<file path="src/rtl/alu_pkg.sv">
// Shared ALU encodings: op codes, decoder control classes, VMAC FSM states.
// Latency: n/a (constants and types only).
// Backpressure: n/a.
package alu_pkg;

    // Operation codes produced by the ALU control decoder
    localparam logic [4:0] ALU_ADD  = 5'b00000;
    localparam logic [4:0] ALU_SUB  = 5'b00001;
    localparam logic [4:0] ALU_AND  = 5'b00010;
    localparam logic [4:0] ALU_OR   = 5'b00011;
    localparam logic [4:0] ALU_XOR  = 5'b00100;
    localparam logic [4:0] ALU_SLL  = 5'b00101;
    localparam logic [4:0] ALU_SRL  = 5'b00110;
    localparam logic [4:0] ALU_SRA  = 5'b00111;
    localparam logic [4:0] ALU_SLT  = 5'b01000;
    localparam logic [4:0] ALU_SLTU = 5'b01001;
    localparam logic [4:0] ALU_BEQ  = 5'b01010;
    localparam logic [4:0] ALU_BNE  = 5'b01011;
    localparam logic [4:0] ALU_BLT  = 5'b01100;
    localparam logic [4:0] ALU_BGE  = 5'b01101;
    localparam logic [4:0] ALU_BLTU = 5'b01110;
    localparam logic [4:0] ALU_BGEU = 5'b01111;
    localparam logic [4:0] ALU_VMAC = 5'b10000;

    // ALU control class codes shared with the decoder
    localparam logic [2:0] LoadStoreType  = 3'b000;
    localparam logic [2:0] JTypeALU       = 3'b001;
    localparam logic [2:0] ITypeJALR_ALU  = 3'b010;
    localparam logic [2:0] UTypeALU       = 3'b011;
    localparam logic [2:0] UTypeAUIPC_ALU = 3'b100;
    localparam logic [2:0] BTypeALU       = 3'b101;
    localparam logic [2:0] RTypeALU       = 3'b110;
    localparam logic [2:0] ITypeALU       = 3'b111;

    typedef enum logic {
        IDLE = 1'b0,
        MAC  = 1'b1
    } vmac_state_t;

endpackage

</file>
<file path="src/rtl/alu_vmac_execute_lane_mul.sv">
// Selects one signed lane from each operand and multiplies, sign-extended to accumulator width.
// Latency: combinational.
// Backpressure: none; purely combinational.
module vmac_lane_mul #(
    parameter int LANES      = 4,
    parameter int LANE_WIDTH = 8,
    parameter int ACC_WIDTH  = 32,
    parameter int SEL_W      = 2
) (
    input  logic [LANES*LANE_WIDTH-1:0] a,
    input  logic [LANES*LANE_WIDTH-1:0] b,
    input  logic [SEL_W-1:0]            lane,
    output logic [ACC_WIDTH-1:0]        prod
);

    logic signed [LANE_WIDTH-1:0]   a_lane;
    logic signed [LANE_WIDTH-1:0]   b_lane;
    logic signed [2*LANE_WIDTH-1:0] p;

    // Lane k occupies bits [k*LANE_WIDTH +: LANE_WIDTH]; lane 0 is the low byte
    always_comb begin
        a_lane = LANE_WIDTH'(a >> (lane * LANE_WIDTH));
        b_lane = LANE_WIDTH'(b >> (lane * LANE_WIDTH));
        p      = a_lane * b_lane;
        prod   = {{(ACC_WIDTH-2*LANE_WIDTH){p[2*LANE_WIDTH-1]}}, p};
    end

endmodule

</file>
<file path="src/rtl/alu_vmac_execute.sv">
// Execute stage: scalar/branch ALU ops plus multi-cycle packed signed VMAC into a persistent accumulator.
// Latency: scalar/branch/illegal 1 cycle; VMAC LANES+1 cycles from accept to valid_out.
// Backpressure: ready_in low while a VMAC is in flight; flush aborts it or drops the input.
module alu_vmac_execute
    import alu_pkg::*;
#(
    parameter int LANES      = 4,
    parameter int LANE_WIDTH = 8,
    parameter int ACC_WIDTH  = 32
) (
    input  logic        clk,
    input  logic        rst_n,
    input  logic        valid_in,
    output logic        ready_in,
    input  logic [4:0]  alu_op,
    input  logic [31:0] operand_a,
    input  logic [31:0] operand_b,
    input  logic        acc_clear,
    input  logic        flush,
    output logic        valid_out,
    output logic [31:0] result,
    output logic        branch_taken,
    output logic        illegal_op
);

    localparam int SEL_W = (LANES > 1) ? $clog2(LANES) : 1;

    vmac_state_t          state, state_nxt;
    logic [SEL_W-1:0]     lane;
    logic [31:0]          op_a, op_b;
    logic [ACC_WIDTH-1:0] acc, psum, lane_prod, sum_nxt;
    logic                 xfer_vld, vmac_start, last_lane;
    logic [31:0]          alu_res;
    logic                 br_res, op_bad;

    assign ready_in   = (state == IDLE);
    assign xfer_vld   = valid_in && ready_in && !flush;
    assign vmac_start = xfer_vld && (alu_op == ALU_VMAC);
    assign last_lane  = (lane == SEL_W'(LANES - 1));
    assign sum_nxt    = psum + lane_prod;

    vmac_lane_mul #(
        .LANES      (LANES),
        .LANE_WIDTH (LANE_WIDTH),
        .ACC_WIDTH  (ACC_WIDTH),
        .SEL_W      (SEL_W)
    ) u_lane_mul (
        .a    (op_a),
        .b    (op_b),
        .lane (lane),
        .prod (lane_prod)
    );

    // State register
    always_ff @(posedge clk) begin
        if (!rst_n) state <= IDLE;
        else        state <= state_nxt;
    end

    // Next state: enter MAC on VMAC accept, leave after last lane or on flush
    always_comb begin
        state_nxt = state;
        case (state)
            IDLE:    if (vmac_start) state_nxt = MAC;
            MAC:     if (flush || last_lane) state_nxt = IDLE;
            default: state_nxt = IDLE;
        endcase
    end

    // Single-cycle scalar/branch evaluation; branch ops also report taken as the result
    always_comb begin
        alu_res = '0;
        br_res  = 1'b0;
        op_bad  = 1'b0;
        case (alu_op)
            ALU_ADD:  alu_res = operand_a + operand_b;
            ALU_SUB:  alu_res = operand_a - operand_b;
            ALU_AND:  alu_res = operand_a & operand_b;
            ALU_OR:   alu_res = operand_a | operand_b;
            ALU_XOR:  alu_res = operand_a ^ operand_b;
            ALU_SLL:  alu_res = operand_a << operand_b[4:0];
            ALU_SRL:  alu_res = operand_a >> operand_b[4:0];
            ALU_SRA:  alu_res = $unsigned($signed(operand_a) >>> operand_b[4:0]);
            ALU_SLT:  alu_res = {31'b0, $signed(operand_a) < $signed(operand_b)};
            ALU_SLTU: alu_res = {31'b0, operand_a < operand_b};
            ALU_BEQ:  br_res  = (operand_a == operand_b);
            ALU_BNE:  br_res  = (operand_a != operand_b);
            ALU_BLT:  br_res  = ($signed(operand_a) <  $signed(operand_b));
            ALU_BGE:  br_res  = ($signed(operand_a) >= $signed(operand_b));
            ALU_BLTU: br_res  = (operand_a <  operand_b);
            ALU_BGEU: br_res  = (operand_a >= operand_b);
            ALU_VMAC: op_bad  = 1'b0;
            default:  op_bad  = 1'b1;
        endcase
        if (alu_op >= ALU_BEQ && alu_op <= ALU_BGEU) alu_res = {31'b0, br_res};
    end

    // VMAC datapath: operand latch, lane walk, accumulator commit; flush leaves acc untouched
    always_ff @(posedge clk) begin
        if (!rst_n) begin
            lane <= '0;
            acc  <= '0;
            psum <= '0;
            op_a <= '0;
            op_b <= '0;
        end else begin
            case (state)
                IDLE: begin
                    if (vmac_start) begin
                        op_a <= operand_a;
                        op_b <= operand_b;
                        psum <= acc_clear ? '0 : acc;
                        lane <= '0;
                    end else if (acc_clear) begin
                        acc <= '0;
                    end
                end
                MAC: begin
                    if (flush) begin
                        psum <= '0;
                        lane <= '0;
                    end else if (last_lane) begin
                        acc  <= sum_nxt;
                        lane <= '0;
                    end else begin
                        psum <= sum_nxt;
                        lane <= lane + SEL_W'(1);
                    end
                end
                default: lane <= '0;
            endcase
        end
    end

    // Registered outputs; valid_out and illegal_op are one-cycle pulses, result holds
    always_ff @(posedge clk) begin
        if (!rst_n) begin
            valid_out    <= 1'b0;
            result       <= '0;
            branch_taken <= 1'b0;
            illegal_op   <= 1'b0;
        end else begin
            valid_out  <= 1'b0;
            illegal_op <= 1'b0;
            if (xfer_vld && alu_op != ALU_VMAC) begin
                valid_out    <= 1'b1;
                result       <= alu_res;
                branch_taken <= br_res;
                illegal_op   <= op_bad;
            end else if (state == MAC && !flush && last_lane) begin
                valid_out    <= 1'b1;
                result       <= sum_nxt[31:0];
                branch_taken <= 1'b0;
            end
        end
    end

endmodule

</file>
<file path="config.mk">
export PLATFORM = sky130hd
export DESIGN_NAME = alu_vmac_execute
export DESIGN_NICKNAME = d
export VERILOG_FILES = /design/src/rtl/alu_pkg.sv /design/src/rtl/alu_vmac_execute_lane_mul.sv /design/src/rtl/alu_vmac_execute.sv
export SDC_FILE = /design/constraint.sdc
export NUM_CORES = 1
export LEC_CHECK = 0
export ABC_CLOCK_PERIOD_IN_PS = 10000
export CORE_AREA = 2 2 237 239
export CTS_CLUSTER_SIZE = 14
export DETAILED_ROUTE_END_ITERATION = 6
export DIE_AREA = 0 0 239 241
export GPL_TIMING_DRIVEN = 0
export HOLD_SLACK_MARGIN = 0.08
export SETUP_SLACK_MARGIN = 0.5
export SYNTH_ARGS = -nofsm -noshare
export SYNTH_HDL_FRONTEND = slang
export SYNTH_SLANG_ARGS = --single-unit
</file>
<file path="constraint.sdc">
create_clock -name clk -period 10 [get_ports clk]
set_clock_uncertainty 0.15 [all_clocks]
set_input_delay 1 -clock clk [delete_from_list [all_inputs] [get_ports clk]]
set_output_delay 1 -clock clk [all_outputs]
set_load 0.03 [all_outputs]
</file>
==> flow_metrics.tcl <==
set metrics [dict create \
    drt_iter0_markers 2504 \
    h-tree-depth 4 \
    final_period_minus_worst_setup_slack_ns 8.93 \
    whs_ns 0.301 \
    critical-path-max-stage-delay_ns 0.62 \
    max_freq_mhz 112 \
    vias_in_the_first_global_route 20400 \
    worstSetupStartpoint "lane[0]$_SDFFE_PN0P_" \
    num_vias 21700 \
    netlist-cell-type-count 102 \
    drt_first_pass_iters 6 \
    number_of_top_level_pins 110 \
    status "finished, final reports clean" \
    holdCritStartpoint "op_b[3]$_SDFFE_PN0P_" \
    async_set_reset_flop_share_out_of_synthesis 0 \
    num-nets-final 3000 \
    final_design_area_no_fill_mm2 0.0223 \
    syn-instance-count 2579 \
    worst_hold_path.endpoint "op_b[3]$_SDFFE_PN0P_" \
    final.period_utilization 0.893 \
    rsz_0062_raised_after_global_routing "false" \
    slew_at_the_pin_with_the_worst_max_slew_slack_ns 1.37 \
    synth.cell_area_mm2 0.0197 \
    critPathCaptureType "flip-flop" \
    number_of_flops_mapped_to_enable_cells_by_yosys 0 \
    critical_path_required_ns 10.21 \
    synth.net_count 2869 \
    final-setup-viol-count 0 \
    wl_per_cell_um 27.8 \
    final_layout_size_suffix_gt1_frac 0.0749 \
    cts-buffers-inserted 17 \
    synth_seq_area_share 0.169 \
    yosys_warnings 0 \
    crit_type "flip-flop to flip-flop" \
    grt.overflow.total 0 \
    cts.path.max_buffers 2 \
    vias_per_instance 6.32 \
    fp.coreArea_mm2 0.0549 \
    ant_nets 0 \
    grt_use_total 0.322 \
    insertedDiodeCount 0 \
    peakVddDrop_mv 0.163 \
    place_congestion 1.04 \
    cp.arrival_ns 9.14 \
    start_util 0.358 \
    hold_path_depth 2 \
    die_width_um 239 \
    number_of_antenna_violations_at_the_first_check_in_global_routing 0 \
    final-max-slew-violation-count 0 \
    dpl_cell_area_mm2 0.0216 \
    synthesis.area_per_instance_um2 7.62 \
    synthToLayoutAreaGrowth_pct 13.5 \
    grt_pass1_wl_um 136000 \
    power_density_mw_per_mm2 93.0 \
    post-route-drc-count 0 \
    clockRootBuffer "clkbuf_16" \
    clock-sinks 166 \
    clk-insertion-delay-late_ns 0.45 \
    dpl.hpwl_um 77100 \
    row_count 86 \
    r2r.worst_path.cells 33 \
    drt_wl_total_um 95300 \
    worst-path-max-fanout 12 \
    ys_seq_elements 166 \
    clk_transition_reported_paths_ns 0.07 \
    hold_viol 0 \
    regToRegSetupSlack_ns 1.07 \
    tritoncts "built" \
    fin_tns_setup_ns 0 \
    fp.dieArea_mm2 0.0576 \
    grt_start_max_net_pins 17 \
    max_cap_viol_count 0 \
    cellLeakagePower_nw 9.15 \
    numPortBuffers 107 \
    rr_startpoint "lane[0]$_SDFFE_PN0P_" \
    crit-reg2reg-capture "result[31]$_SDFFE_PN0P_" \
    synthFlopType "dfxtp_1" \
    min-delay-path-class "flip-flop to flip-flop" \
    die_height_um 241 \
    cp_slowest_cell "mux4_2" \
    startpoint_type "flip-flop" \
    max_slew_margin 0.0847 \
]
-- per-layer routing --
| metal | part of all wire | GRT usage | vias to the layer above |
|---|---|---|---|
| met4 | 0.060 | 0.171 | 0 |
| met3 | 0.091 | 0.0430 | 246 |
| li1 | - | - | 9545 |
| met1 | 0.42 | 0.434 | 10600 |
| met5 | 0 | 0 | - |
| met2 | 0.43 | 0.500 | 1267 |
-- cell usage after synthesis, types with 12 or more instances --
cell,n,area share
nand2_1,304,0.058
nor2_1,254,0.049
a21oi_1,246,0.063
inv_1,193,0.037
dfxtp_1,166,0.17
o21ai_0,165,0.042
ha_1,158,0.10
clkbuf_1,122,0.023
mux2i_1,69,0.035
a221oi_1,66,0.029
fa_1,58,0.059
nor3_1,57,0.015
and2_1,55,0.018
mux4_2,49,0.056
xnor2_1,36,0.016
nand3_1,35,0.0089
a21o_1,33,0.013
o211ai_1,33,0.013
a211oi_1,32,0.012
a22oi_1,28,0.011
buf_2,21,0.0053
a31oi_1,19,0.0060
buf_6,19,0.011
nor2b_1,18,0.0057
o21bai_1,17,0.0065
o22ai_1,16,0.0051
xor2_1,15,0.0067
a211o_1,14,0.0062
nand2b_1,14,0.0045
o31ai_1,14,0.0053
o221ai_1,13,0.0058
mux2_2,12,0.0069
nand4_1,12,0.0038
-- sequential cells by signal, summed over array words and instances, names as in the netlist, 2 cells and up --
register,count
psum,32
op_b,32
op_a,32
result,32
acc,32
lane,2
-- timing repair --
item | CTS | global route
endpoints found under the setup margin | 18 | 5
hold buffers | 0 | 0
setup buffers | 0 | 2
pin swaps | 0 | 1
resized for setup | 4 | 9
-- power by group --
group          internal, mW  total (mW)  switching [mW]
logic                 0.233       0.714           0.481
clock network         0.383       0.686           0.303
registers             0.669       0.676         0.00677
-- cells in the final DEF, fill, tap and decap left out, types with 14 or more instances in the layout --
cell type        instances
nand2b_1                14
o21ai_0                165
a31oi_1                 19
a211o_1                 14
inv_1                  193
a221oi_1                66
nand3_1                 35
o31ai_1                 14
nor3_1                  57
dfxtp_1                166
a22oi_1                 28
mux2i_1                 69
ha_1                   158
o21bai_1                17
mux4_2                  49
buf_6                   20
o22ai_1                 16
nand2_1                304
xnor2_1                 35
buf_2                   22
xor2_1                  15
clkbuf_1               120
nor2_1                 254
and2_1                  55
nor2b_1                 18
fa_1                    58
a21oi_1                246
clkbuf_16               17
o211ai_1                33
a21o_1                  33
clkdlybuf4s50_1        107
a211oi_1                32
-- per-stage QoR --
| step | power [mW] | utilization | std cells | worst slack [ns] |
|---|---|---|---|---|
| finish | 2.08 | 0.406 | 3427 | 1.07 |
| global route | 2.13 | 0.406 | 3427 | 0.563 |
| CTS | 2.05 | 0.406 | 3425 | 0.538 |
| detailed placement | 1.37 | 0.394 | 3393 | -0.355 |
| global placement | 1.37 | 0.394 | 3390 | -1.33 |
| floorplan | 1.10 | - | 2579 | 1.17 |
-- worst max path at each step --
stage	to	slack, ns
2_1_floorplan	result[31]$_SDFFE_PN0P_	1.17
3_3_place_gp	acc[31]$_SDFFE_PN0P_	-1.33
3_5_place_dp	result[31]$_SDFFE_PN0P_	-0.35
4_1_cts	result[31]$_SDFFE_PN0P_	0.54
5_1_grt	result[31]$_SDFFE_PN0P_	0.56
6_report	result[31]$_SDFFE_PN0P_	1.07
-- critical path: cells and delay by family, from the launching register on --
family	cells	cell delay, ns
fa+ha+maj	6	2.57
compound gates	9	2.30
buf+inv	8	1.13
simple gates	6	1.09
mux	1	0.62
xor+xnor	3	0.62
flops	1	0.34
-- layout make-up --
type                            instances  area (um2)
Timing Repair Buffer                  112        1110
Clock inverter                         13         164
Multi-Input combinational cell       2036       14700
Tap cell                              704         881
Sequential cell                       166        3320
Clock buffer                           19         443
Fill cell                            5702       32600
Inverter                              199         747
Buffer                                178         900
-- kinds of logic (layout without fill, tap and decap cells) --
logic type	Yosys count	in the layout	synth area share
buf+inv	377	521	0.0833
compound gates	826	826	0.282
xor+xnor	51	51	0.0227
mux	130	130	0.0981
fa+ha+maj	216	216	0.160
flops	166	166	0.169
simple gates	813	813	0.185
(Power assumes the default switching activity.)
